==> config.mk <==
export PLATFORM = sky130hd
export DESIGN_NAME = lcd_timing_gen
export DESIGN_NICKNAME = d
export VERILOG_FILES = /design/src/rtl/lcd_timing_pkg.sv /design/src/rtl/lcd_timing_pipe.sv /design/src/rtl/lcd_timing_gen.sv
export SDC_FILE = /design/constraint.sdc
export NUM_CORES = 1
export LEC_CHECK = 0
export CORE_MARGIN = 2
export CORE_UTILIZATION = 57
export CTS_CLUSTER_SIZE = 16
export DETAILED_ROUTE_END_ITERATION = 10
export GPL_TIMING_DRIVEN = 0
export PLACE_DENSITY = 0.84
export SETUP_SLACK_MARGIN = 0.05
export SLEW_MARGIN = 0
export SYNTH_ARGS = -nofsm -noshare
export SYNTH_HDL_FRONTEND = slang
export SYNTH_SLANG_ARGS = --single-unit
==> constraint.sdc <==
create_clock -name clock -period 4.41 [get_ports clock]
set_input_delay 0.882 -clock clock [delete_from_list [all_inputs] [get_ports clock]]
set_output_delay 0.882 -clock clock [all_outputs]
set_load 0.1 [all_outputs]
==> src/rtl/lcd_timing_pkg.sv <==
// Shared types for the LCD raster timing generator: register map,
// timing field bundle and the power-on timing set.
package lcd_timing_pkg;

  localparam int CNT_W_DEF = 12;

  typedef enum logic [2:0] {
    CFG_H_FRONT = 3'd0,
    CFG_H_SYNC  = 3'd1,
    CFG_H_BACK  = 3'd2,
    CFG_H_ACT   = 3'd3,
    CFG_V_FRONT = 3'd4,
    CFG_V_SYNC  = 3'd5,
    CFG_V_BACK  = 3'd6,
    CFG_V_ACT   = 3'd7
  } cfg_addr_e;

  typedef struct packed {
    logic [CNT_W_DEF-1:0] v_act;
    logic [CNT_W_DEF-1:0] v_back;
    logic [CNT_W_DEF-1:0] v_sync;
    logic [CNT_W_DEF-1:0] v_front;
    logic [CNT_W_DEF-1:0] h_act;
    logic [CNT_W_DEF-1:0] h_back;
    logic [CNT_W_DEF-1:0] h_sync;
    logic [CNT_W_DEF-1:0] h_front;
  } lcd_timing_t;

  localparam lcd_timing_t TIMING_DEFAULT = '{
    v_act:   12'd480,
    v_back:  12'd7,
    v_sync:  12'd10,
    v_front: 12'd3,
    h_act:   12'd800,
    h_back:  12'd96,
    h_sync:  12'd72,
    h_front: 12'd24
  };

endpackage

==> src/rtl/lcd_timing_pipe.sv <==
// Tick-enabled delay line of DEPTH stages, each resetting to RST.
// Used to align the raster outputs with the downstream pixel path.
module lcd_timing_pipe #(
  parameter int           W     = 1,
  parameter int           DEPTH = 1,
  parameter logic [W-1:0] RST   = '0
) (
  input  logic         clock,
  input  logic         reset,
  input  logic         tick,
  input  logic [W-1:0] d,
  output logic [W-1:0] q
);

  logic [DEPTH-1:0][W-1:0] stg_q, stg_d;

  always_comb begin
    stg_d = stg_q;
    if (tick) begin
      stg_d[0] = d;
      for (int i = 1; i < DEPTH; i++) begin
        stg_d[i] = stg_q[i-1];
      end
    end
  end

  always_ff @(posedge clock) begin
    if (reset) stg_q <= {DEPTH{RST}};
    else       stg_q <= stg_d;
  end

  assign q = stg_q[DEPTH-1];

endmodule

==> src/rtl/lcd_timing_gen.sv <==
// h/v raster generator with delayed sync/enable/position outputs.
// Define LCD_TIMING_PROG_EN for the shadow/active timing register port.
module lcd_timing_gen
  import lcd_timing_pkg::*;
#(
  parameter int CNT_W          = 12,
  parameter int X_W            = 10,
  parameter int Y_W            = 10,
  parameter int PIPE_DELAY     = 1,
  parameter int HS_ACTIVE_HIGH = 0,
  parameter int VS_ACTIVE_HIGH = 0,
  parameter int H_FRONT        = 24,
  parameter int H_SYNC         = 72,
  parameter int H_BACK         = 96,
  parameter int H_ACT          = 800,
  parameter int V_FRONT        = 3,
  parameter int V_SYNC         = 10,
  parameter int V_BACK         = 7,
  parameter int V_ACT          = 480
) (
  input  logic             clock,
  input  logic             reset,
  input  logic             tick,
  input  logic             cfg_we,
  input  logic [2:0]       cfg_addr,
  input  logic [CNT_W-1:0] cfg_data,
  output logic             cfg_pending,
  output logic [X_W-1:0]   x,
  output logic [Y_W-1:0]   y,
  output logic             hs,
  output logic             vs,
  output logic             data_enable,
  output logic             line_start,
  output logic             next_frame
);

  localparam int   HW    = CNT_W + 2;
  localparam int   OW    = X_W + Y_W + 5;
  localparam logic HS_ON = (HS_ACTIVE_HIGH != 0);
  localparam logic VS_ON = (VS_ACTIVE_HIGH != 0);

  typedef logic [7:0][CNT_W-1:0] tim_t;

  function automatic logic [CNT_W-1:0] clamp_act(
    input logic [CNT_W-1:0] a
  );
    return (a == '0) ? CNT_W'(1) : a;
  endfunction

  localparam tim_t TIM_RST = {
    clamp_act(CNT_W'(V_ACT)), CNT_W'(V_BACK),
    CNT_W'(V_SYNC), CNT_W'(V_FRONT),
    clamp_act(CNT_W'(H_ACT)), CNT_W'(H_BACK),
    CNT_W'(H_SYNC), CNT_W'(H_FRONT)
  };

  localparam logic [OW-1:0] OUT_RST = {
    X_W'(0), Y_W'(0), ~HS_ON, ~VS_ON, 3'b000
  };

  tim_t          tim;
  logic [HW-1:0] h_q, h_d, v_q, v_d;
  logic [HW-1:0] hf, hse, hb, ht;
  logic [HW-1:0] vf, vse, vb, vt;
  logic          h_last, v_last, wrap;
  logic          in_hs, in_vs, de;
  logic [X_W-1:0] dec_x;
  logic [Y_W-1:0] dec_y;
  logic [OW-1:0]  dec, out_q;

  always_comb begin
    hf     = HW'(tim[CFG_H_FRONT]);
    hse    = hf  + HW'(tim[CFG_H_SYNC]);
    hb     = hse + HW'(tim[CFG_H_BACK]);
    ht     = hb  + HW'(tim[CFG_H_ACT]);
    vf     = HW'(tim[CFG_V_FRONT]);
    vse    = vf  + HW'(tim[CFG_V_SYNC]);
    vb     = vse + HW'(tim[CFG_V_BACK]);
    vt     = vb  + HW'(tim[CFG_V_ACT]);
    h_last = (h_q == ht - HW'(1));
    v_last = (v_q == vt - HW'(1));
    wrap   = h_last && v_last;
  end

  always_comb begin
    h_d = h_q;
    v_d = v_q;
    if (tick) begin
      if (h_last) begin
        h_d = '0;
        v_d = v_last ? '0 : v_q + HW'(1);
      end else begin
        h_d = h_q + HW'(1);
      end
    end
  end

  always_ff @(posedge clock) begin
    if (reset) begin
      h_q <= '0;
      v_q <= '0;
    end else begin
      h_q <= h_d;
      v_q <= v_d;
    end
  end

`ifdef LCD_TIMING_PROG_EN
  tim_t shd_q, shd_d, act_q, act_d;
  logic pend_q, pend_d;

  // Copy reads the pre-write shadow, so a write on the wrap waits a frame.
  always_comb begin
    shd_d  = shd_q;
    act_d  = act_q;
    pend_d = pend_q;
    if (tick && wrap) begin
      act_d            = shd_q;
      act_d[CFG_H_ACT] = clamp_act(shd_q[CFG_H_ACT]);
      act_d[CFG_V_ACT] = clamp_act(shd_q[CFG_V_ACT]);
      pend_d           = 1'b0;
    end
    if (cfg_we) begin
      shd_d[cfg_addr] = cfg_data;
      pend_d          = 1'b1;
    end
  end

  always_ff @(posedge clock) begin
    if (reset) begin
      shd_q  <= TIM_RST;
      act_q  <= TIM_RST;
      pend_q <= 1'b0;
    end else begin
      shd_q  <= shd_d;
      act_q  <= act_d;
      pend_q <= pend_d;
    end
  end

  assign tim         = act_q;
  assign cfg_pending = pend_q;
`else
  logic unused_cfg;

  assign unused_cfg  = ^{cfg_we, cfg_addr, cfg_data, wrap};
  assign tim         = TIM_RST;
  assign cfg_pending = 1'b0;
`endif

  always_comb begin
    in_hs = (h_q >= hf) && (h_q < hse);
    in_vs = (v_q >= vf) && (v_q < vse);
    de    = (h_q >= hb) && (v_q >= vb);
    dec_x = de ? X_W'(h_q - hb) : '0;
    dec_y = de ? Y_W'(v_q - vb) : '0;
    dec   = {
      dec_x, dec_y,
      in_hs ? HS_ON : ~HS_ON,
      in_vs ? VS_ON : ~VS_ON,
      de,
      de && (h_q == hb),
      (h_q == '0) && (v_q == vf)
    };
  end

  lcd_timing_pipe #(
    .W     (OW),
    .DEPTH (PIPE_DELAY),
    .RST   (OUT_RST)
  ) u_pipe (
    .clock (clock),
    .reset (reset),
    .tick  (tick),
    .d     (dec),
    .q     (out_q)
  );

  assign {x, y, hs, vs, data_enable, line_start, next_frame} = out_q;

endmodule

==> summary.txt, run 1 <==
Worst Hold End: u_pipe.q[20]
Tot GR Track Use: 24.3%
Antenna-violating nets left: 0
Root Driver: clkbuf_8
Post-Place Cells: 421
Final-report hold violation count: 0
Crit Path Max Fanout: 2
Reg-to-reg setup timing slack: 1.96 ns
Int Pwr: 0.000600 W
Fmax achieved: 369 MHz
CP peak stage delay: 1.14 ns
Max-slew violation count: 0
Yosys warns: 0
Register share of total power: 61.0%
Hold path depth: 2
Vias in the first global route: 2,250
EDFF count, synth: 0
Net count after synthesis: 361
Rel. slew slack: 34.7%
Asr flop ratio synth: 0%
Nets@finish: 394
Final period utilization: 61.4%
Clock Latency Late Sink: 0.31 ns
Crit Path Class: flop to output port
Global route overflow: 0
Num CTS Buffers: 5
CP max stage cell: clkdlybuf4s50_1
Drt drc: 0
Leakage power: 1.06 nW
Compound-Gate Fraction of Synth Area: 16.3%
Max Cap Viol: 0
Maximum number of pins on one net before global-route repair: 17
Mux cell area share after synthesis: 0.358%
Share of cells above drive strength 1: 6.89%
Antenna diode count: 0
Final HPWL DP: 4.69 mm
I/O Pins: 45
Hold path start: u_pipe.q[20]
Setup tns final: 0 ns
Post-CTS Setup Bufs: 0
Crit path launch type: flop
Port buffer count: 25
Die height: 74.0 um
Clock slew at reported path FFs: 0.10 ns
Avg Synthesized Cell Area: 8.50 um2
Die ar.: 5480 um2
Most frequent cells in the layout: dfxtp_1 (53), clkdlybuf4s50_1 (25), inv_1 (24), nor2_1 (23), nand2_1 (19)
Commonest non-fill, non-tap cell in the layout: dfxtp_1
RSZ-0062 raised after global routing: false
Htree depth: 2
DRT Pass-1 Iters: 5
Adder-cell share of the synthesized area: 5.82%
Tmin final: 2.71 ns
Resized Gates After CTS: 0
Power per Cell Area: 246 nW/um2
Post-Syn Instances: 329
Met1 Wirelength: 3.06 mm
Crit path DAT: 1.83 ns
Unique cell type count in the Yosys netlist: 44
Combinational family with the most area after synthesis: simple AND/OR/NAND/NOR gates
Antenna violations before repair: 0
Core area: 4720 um2
Final non-filler cell total: 430
Seq/Total Area, Yosys: 37.9%
Clock share of power: 34.2%
Critical path cell sequence: clkdlybuf4s50_1
Vias: 2,530
Hold_buf cts: 0
R2r worst-path depth: 4
Worst min path class: flop to flop
Final setup vio count: 0
Combinational Power Share: 4.7%
Switching Fraction: 24.2%
Post-synth top flop: dfxtp_1
TritonCTS clock tree: yes
FF-to-FF End: v_q[10]
Synth Area in Simple Gates: 25.3%
Detailed Route Iter0 Violations: 159
First-pass GRT wire length: 10.4 mm
Total detailed-routing wirelength: 6.51 mm
Status: finished clean
Routed WL per cell: 15.1 um
Maximum VDD drop: 0.162 mV
Placer Congestion: 0.864
Netlist Area Pre-Place: 2800 um2
Yosys reg bits: 53
Die width: 74.0 um
CP Capture Type: output port
Mean number of vias per cell: 5.88
DR WL met3: 439 um
# rows: 25
Top Layer Used: met4
Worst Path Required: 3.53 ns
Buf/Inv on CP: 1
Fillers: 399
Metal2 WL: 2.89 mm
Final Skew: 0.0114 ns
Sw power: 0.000191 W
Syn-to-layout area delta: 15.2%
Longest Clk Path Bufs: 2
Starting density of the core: 59.2%
Xor/xnor share of the synthesized area: 5.95%
Worst reg2reg path startpoint: v_q[9]
Cell family with most CP delay: buffers and inverters
Clock Sinks: 53
Measured slew at the worst slew-check pin: 0.976 ns
## cells in the mapped netlist (all sizes together) (5+ instances only)
library cell / number / area (um2)
a21oi: 14 / 70.1
nor4: 7 / 43.8
o21ai: 11 / 55.1
buf: 10 / 71.3
clkbuf: 17 / 63.8
or3: 6 / 37.5
nand4: 11 / 68.8
nand3: 9 / 45.0
o32ai: 10 / 87.6
nand2: 19 / 71.3
nor2b: 5 / 31.3
ha: 13 / 163
nor2: 23 / 86.3
inv: 24 / 90.1
o31ai: 14 / 105
dfxtp: 53 / 1060
nor3: 10 / 50.1
or4: 10 / 80.1
xnor2: 15 / 131
nand3b: 15 / 113
## power groups by stage
stage | Clock, W | Sequential, W | Combinational, W
after detailed placement | 0 | 0.000494 | 0.0000369
final | 0.000271 | 0.000483 | 0.0000375
after CTS | 0.000277 | 0.000483 | 0.0000371
after global placement | 0 | 0.000494 | 0.0000364
after floorplan | 0 | 0.000493 | 0.0000280
after global routing | 0.000288 | 0.000484 | 0.0000404
## registers in the layout, indices dropped and copies added, names as in the netlist
| name | count |
|---|---|
| h_q | 14 |
| u_pipe.q | 25 |
| v_q | 14 |
## area by class of cell
cell class	instances	area (um2)	area share, %
Timing Repair Buffer	26	255	7.92
Multi-Input combinational cell	224	1510	46.8
Buffer	27	135	4.19
Tap cell	67	83.8	2.60
Sequential cell	53	1060	32.9
Inverter	25	93.8	2.91
Clock buffer	5	68.8	2.14
Clock inverter	3	17.5	0.544
## routing by layer
| metal | GRT usage (%) | vias up |
|---|---|---|
| li1 | - | 1254 |
| met5 | 0 | - |
| met1 | 33.4 | 1153 |
| met4 | 9.90 | 0 |
| met2 | 38.3 | 114 |
| met3 | 3.66 | 9 |
## kinds of logic (layout without fill, tap and decap cells)
kind of cell | after synthesis | after routing
AO/OA/AOI/OAI | 64 | 64
XOR/XNOR | 19 | 19
adder cells (fa/ha/maj) | 13 | 13
buffers and inverters | 52 | 86
flip-flops | 53 | 53
multiplexers | 1 | 1
other | 1 | 1
AND/OR/NAND/NOR | 126 | 126
## worst max path at each step
stage | start | to | cells past startpoint
3_5_place_dp | tick | v_q[10] | 5
2_1_floorplan | tick | v_q[12] | 6
3_3_place_gp | tick | v_q[10] | 5
5_1_grt | u_pipe.q[2] | data_enable | 1
4_1_cts | u_pipe.q[3] | vs | 1
6_report | u_pipe.q[3] | vs | 1
## through the flow
step	hold slack (ns)	utilization, %	total power, W	area, um2	setup slack (ns)
CTS	0.482	68.1	0.000798	3220	1.70
global placement	0.462	66.3	0.000530	3130	1.54
detailed placement	0.468	66.3	0.000531	3130	1.55
floorplan	0.458	-	0.000521	2800	1.96
global route	0.503	68.2	0.000812	3220	1.68
finish	0.481	68.2	0.000792	3220	1.70
## worst min-delay path: stages, from the launching register on
cell	delay [ns]
dfxtp_1	0.32
inv_1	0.05
o32ai_1	0.07
Power figures use the tool's default switching activity.
==> run 2: changes to the inputs <==
--- a/config.mk
+++ b/config.mk
@@ -6,11 +6,11 @@
 export NUM_CORES = 1
 export LEC_CHECK = 0
 export CORE_MARGIN = 2
-export CORE_UTILIZATION = 57
+export CORE_UTILIZATION = 48
 export CTS_CLUSTER_SIZE = 16
 export DETAILED_ROUTE_END_ITERATION = 10
 export GPL_TIMING_DRIVEN = 0
-export PLACE_DENSITY = 0.84
+export PLACE_DENSITY = 0.76
 export SETUP_SLACK_MARGIN = 0.05
 export SLEW_MARGIN = 0
 export SYNTH_ARGS = -nofsm -noshare
==> constraint.sdc (replaced) <==
create_clock -name clock -period 2.2 [get_ports clock]
set_input_delay 0.44 -clock clock [delete_from_list [all_inputs] [get_ports clock]]
set_output_delay 0.44 -clock clock [all_outputs]
set_load 0.1 [all_outputs]
==> summary.txt, run 2 (synthesized netlist as in run 1, its figures left out) <==
Post-Place Cells: 426
Longest Clk Path Bufs: 2
Maximum VDD drop: 0.241 mV
Placer Congestion: 0.907
Grt met3 use: 3.15%
Clock share of power: 39.8%
Tmin final: 2.18 ns
Leakage power: 1.29 nW
Global route overflow: 0
Die width: 80.3 um
TritonCTS clock tree: yes
Num CTS Buffers: 5
Maximum number of pins on one net before global-route repair: 17
Crit path launch type: flop
CP Capture Type: flop
Antenna diode count: 0
Worst Hold End: u_pipe.q[23]
# rows: 27
Register share of total power: 55.7%
Tot GR Track Use: 23.3%
Int Pwr: 0.00135 W
Vias in the first global route: 2,490
Max-slew violation count: 0
First-pass GRT wire length: 11.8 mm
Hold path start: u_pipe.q[23]
Htree depth: 2
Final non-filler cell total: 445
Setup tns final: 0 ns
Status: finished clean
Final period utilization: 99.1%
Total detailed-routing wirelength: 7.52 mm
Final setup margin: 0.0202 ns
Starting density of the core: 50.2%
RSZ-0062 raised after global routing: true
Fmax achieved: 459 MHz
Power per Cell Area: 487 nW/um2
Routed WL per cell: 16.9 um
Reg-to-reg setup timing slack: 0.02 ns
Most frequent cells in the layout: dfxtp_1 (42), dlygate4sd2_1 (25), inv_1 (23), nor2_1 (22), nand2_1 (18)
Hold path depth: 2
Detailed Route Iter0 Violations: 250
R2r worst-path depth: 5
Commonest non-fill, non-tap cell in the layout: dfxtp_1
Met2 usage: 37.2%
I/O Pins: 45
Syn-to-layout area delta: 27.7%
Worst hold slack: 0.479 ns
Switching Fraction: 22.2%
Pre-CTS setup slack: -0.447 ns
Clock Latency Late Sink: 0.31 ns
Worst min path class: flop to flop
Drt drc: 0
Die ar.: 6450 um2
Crit Path Max Fanout: 5
Worst reg2reg path startpoint: h_q[13]
Root Driver: clkbuf_8
Clock slew at reported path FFs: 0.09 ns
Final Skew: 0.00758 ns
Combinational Power Share: 4.6%
Rel. slew slack: 36.0%
Crit path DAT: 2.43 ns
DRT Pass-1 Iters: 5
Nets@finish: 404
Mean number of vias per cell: 6.07
GR Layer Usage met1: 31.0%
Die height: 80.3 um
Antenna violations before repair: 0
Crit Path Class: flop to flop
Max FFs per register: 25
Core area: 5570 um2
GRT Max-Usage Layer: met2
Worst Path Required: 2.45 ns
Port buffer count: 25
Final-report hold violation count: 0
FF-to-FF End: v_q[12]
Vias: 2,701
Antenna-violating nets left: 0
Power consumption: 0.00174 W
Share of cells above drive strength 1: 21.2%
Sw power: 0.000386 W
Final setup vio count: 0
Clock Sinks: 53
Max Cap Viol: 0
Final HPWL DP: 4.77 mm
Measured slew at the worst slew-check pin: 0.964 ns
Hold_buf cts: 0
==> run 2: final cells by class <==
| type | count | area, um2 |
|---|---|---|
| clock inverter | 2 | 37.5 |
| multi-input combinational | 224 | 1690 |
| tap | 72 | 90.1 |
| clock buffer | 6 | 82.6 |
| sequential | 53 | 1080 |
| buffer | 22 | 145 |
| timing repair buffer | 41 | 350 |
| inverter | 25 | 93.8 |
| fill | 468 | 2000 |
==> run 2: power groups by stage <==
stage               Combinational, W  Sequential [W]  Clock (W)
detailed placement         0.0000739        0.000991          0
CTS                        0.0000745        0.000966   0.000710
global route               0.0000867        0.000969   0.000746
global placement           0.0000738        0.000990          0
floorplan                  0.0000561        0.000989          0
finish                     0.0000791        0.000967   0.000691
==> run 2: metal layers <==
| layer | wire, um | part of all wire, % |
|---|---|---|
| met1 | 3340 | 44 |
| met2 | 3520 | 47 |
| met3 | 480 | 6.4 |
| met4 | 178 | 2.4 |
| met5 | 0 | 0 |
==> run 2: worst max path at each step <==
stage                     startpoint           to  slack (ns)
after floorplan              h_q[10]       v_q[7]        0.01
after global placement       h_q[10]      v_q[10]       -0.51
after detailed placement     h_q[13]      v_q[11]       -0.45
after CTS                     h_q[1]       v_q[7]        0.02
after global routing         h_q[13]  u_pipe.q[2]       -0.01
final                        h_q[13]      v_q[12]        0.02
==> run 2: critical path, cell delays in order, from the launching register on <==
cell and delay (ns):
dfxtp_2 0.33, or4_4 0.57, or4_4 0.43, buf_6 0.14
or4_4 0.51, a21oi_2 0.13
==> run 2: through the flow <==
stage               instance area, um2  util, %
detailed placement                3140     56.3
finish                            3570     64.0
global placement                  3140     56.3
CTS                               3360     60.2
floorplan                         2800        -
global route                      3570     64.0
==> run 2: timing repair <==
action / CTS / global route
setup endpoints to repair: 70 / 36
gates resized for setup: 51 / 44
pin swaps: 4 / 13
buffers inserted: 7 / 7
cloned: 1 / 1
==> run 3: changes to the inputs <==
--- a/config.mk
+++ b/config.mk
@@ -6,11 +6,11 @@
 export NUM_CORES = 1
 export LEC_CHECK = 0
 export CORE_MARGIN = 2
-export CORE_UTILIZATION = 48
+export CORE_UTILIZATION = 53
 export CTS_CLUSTER_SIZE = 16
 export DETAILED_ROUTE_END_ITERATION = 10
 export GPL_TIMING_DRIVEN = 0
-export PLACE_DENSITY = 0.76
+export PLACE_DENSITY = 0.79
 export SETUP_SLACK_MARGIN = 0.05
 export SLEW_MARGIN = 0
 export SYNTH_ARGS = -nofsm -noshare
==> constraint.sdc (replaced) <==
create_clock -name clock -period 2.15 [get_ports clock]
set_input_delay 0.43 -clock clock [delete_from_list [all_inputs] [get_ports clock]]
set_output_delay 0.43 -clock clock [all_outputs]
set_load 0.1 [all_outputs]
==> summary.txt, run 3 (synthesized netlist as in run 1, its figures left out) <==
Total detailed-routing wirelength: 7.57 mm
Crit Path Max Fanout: 5
Measured slew at the worst slew-check pin: 0.988 ns
First-pass GRT wire length: 12.1 mm
Post-Place Cells: 424
Clock Sinks: 53
Status: finished, violations left
Final non-filler cell total: 441
Antenna-violating nets left: 0
Clock Latency Late Sink: 0.31 ns
Final period utilization: 101%
Critical path cell sequence: or4_4 > or4_4 > or4_1 > a21oi_1
CP peak stage delay: 0.58 ns
Multi-input logic area: 1720 um2
Port buffer count: 25
Crit path launch type: flop
Nets@finish: 404
CP max stage cell: or4_4
Die height: 76.6 um
CP Capture Type: flop
Antenna violations before repair: 0
Worst path most repeated cell: or4_4
Worst min path class: flop to flop
Root Driver: clkbuf_8
Final HPWL DP: 4.83 mm
Maximum number of pins on one net before global-route repair: 15
Maximum VDD drop: 0.300 mV
Detailed Route Iter0 Violations: 209
Routed WL per cell: 17.2 um
Fillers: 391
Pre-CTS setup slack: -0.196 ns
Syn-to-layout area delta: 27.5%
Longest Clk Path Bufs: 2
Clock slew at reported path FFs: 0.09 ns
Die ar.: 5870 um2
Rel. slew slack: 34.4%
Htree depth: 2
Commonest non-fill, non-tap cell in the layout: dfxtp_1
Core area: 5110 um2
Leakage power: 1.28 nW
Vias in the first global route: 2,491
Global route overflow: 0
DRT Pass-1 Iters: 5
Final setup margin: -0.0195 ns
Seq. cell area: 1080 um2
TritonCTS clock tree: yes
Design Area, Final: 3570 um2
Drt drc: 0
Failing checks: setup timing
Cell family with most CP delay: simple AND/OR/NAND/NOR gates
Mean number of vias per cell: 6.15
Max-slew violation count: 0
Max FFs per register: 25
Final-report hold violation count: 0
Placed Area: 3170 um2
Antenna diode count: 0
Tmin final: 2.17 ns
I/O Pins: 45
Final Skew: 0.00855 ns
Max Cap Viol: 0
Die width: 76.6 um
Tot GR Track Use: 25.1%
Placer Congestion: 0.923
Vias: 2,712
Crit Path Class: flop to flop
Buf/Inv on CP: 0
Worst Path Required: 2.38 ns
# rows: 26
Share of cells above drive strength 1: 21.6%
RSZ-0062 raised after global routing: true
Most frequent cells in the layout: dfxtp_1 (43), dlygate4sd2_1 (25), inv_1 (24), nor2_1 (22), nand2_1 (19)
Fmax achieved: 461 MHz
Final setup vio count: 2
Starting density of the core: 54.8%
Power per Cell Area: 453 nW/um2
Hold_buf cts: 0
Num CTS Buffers: 5
Crit path DAT: 2.40 ns
[run 3: cell types whose count changed in the layout (fill, tap and decap cells not counted), sizes merged]
cell      change
clkinvlp      -1
clkbuf        -1
clkinv        +1
bufinv        -1
[run 3: worst min-delay path: stages, from the launching register on]
cell      delay (ns)
dfxtp_1         0.32
nand3b_1        0.07
o31ai_1         0.06
[run 3: power breakdown]
group	leakage, nW	switching (W)	internal (W)
clock	0.0399	0.000319	0.000215
sequential	0.433	0.0000105	0.000982
combinational	0.810	0.0000630	0.0000233
total	1.28	0.000393	0.00122
[run 3: final timing paths]
check / end / cells after the start / slack, ns / startpoint
max reg2reg: v_q[12] / 4 / -0.02 / h_q[10]
max: v_q[12] / 4 / -0.02 / h_q[10]
min reg2reg: u_pipe.q[13] / 2 / 0.48 / u_pipe.q[13]
min: u_pipe.q[13] / 2 / 0.48 / u_pipe.q[13]
[run 3: routing by layer]
metal | share of wire, % | track usage [%] | wire, um
met1 | 43 | 32.8 | 3260
met2 | 48 | 41.8 | 3630
met3 | 6.5 | 4.38 | 495
met4 | 2.5 | 8.91 | 190
met5 | 0 | 0 | 0
[run 3: cell type report]
| type | count | area share (%) |
|---|---|---|
| Timing Repair Buffer | 42 | 10.6 |
| Tap cell | 70 | 2.46 |
| Clock inverter | 1 | 0.140 |
| Sequential cell | 53 | 30.4 |
| Clock buffer | 5 | 1.93 |
| Multi-Input combinational cell | 224 | 48.3 |
| Buffer | 21 | 3.54 |
| Inverter | 25 | 2.63 |
[run 3: through the flow]
step / utilization, % / hold WS, ns / power (W) / setup TNS, ns
after detailed placement: 62.1 / 0.468 / 0.00109 / -4.79
after global routing: 69.8 / 0.491 / 0.00165 / -1.93
final: 69.8 / 0.483 / 0.00161 / -0.0219
after CTS: 67.0 / 0.480 / 0.00160 / 0
after floorplan: - / 0.458 / 0.00107 / 0
after global placement: 62.1 / 0.462 / 0.00109 / -4.03
[run 3: repair_timing]
action | CTS | global route
gates cloned | 2 | 0
pin swaps | 7 | 15
resized for setup | 57 | 33
setup endpoints to repair | 68 | 39
buffers inserted | 12 | 3
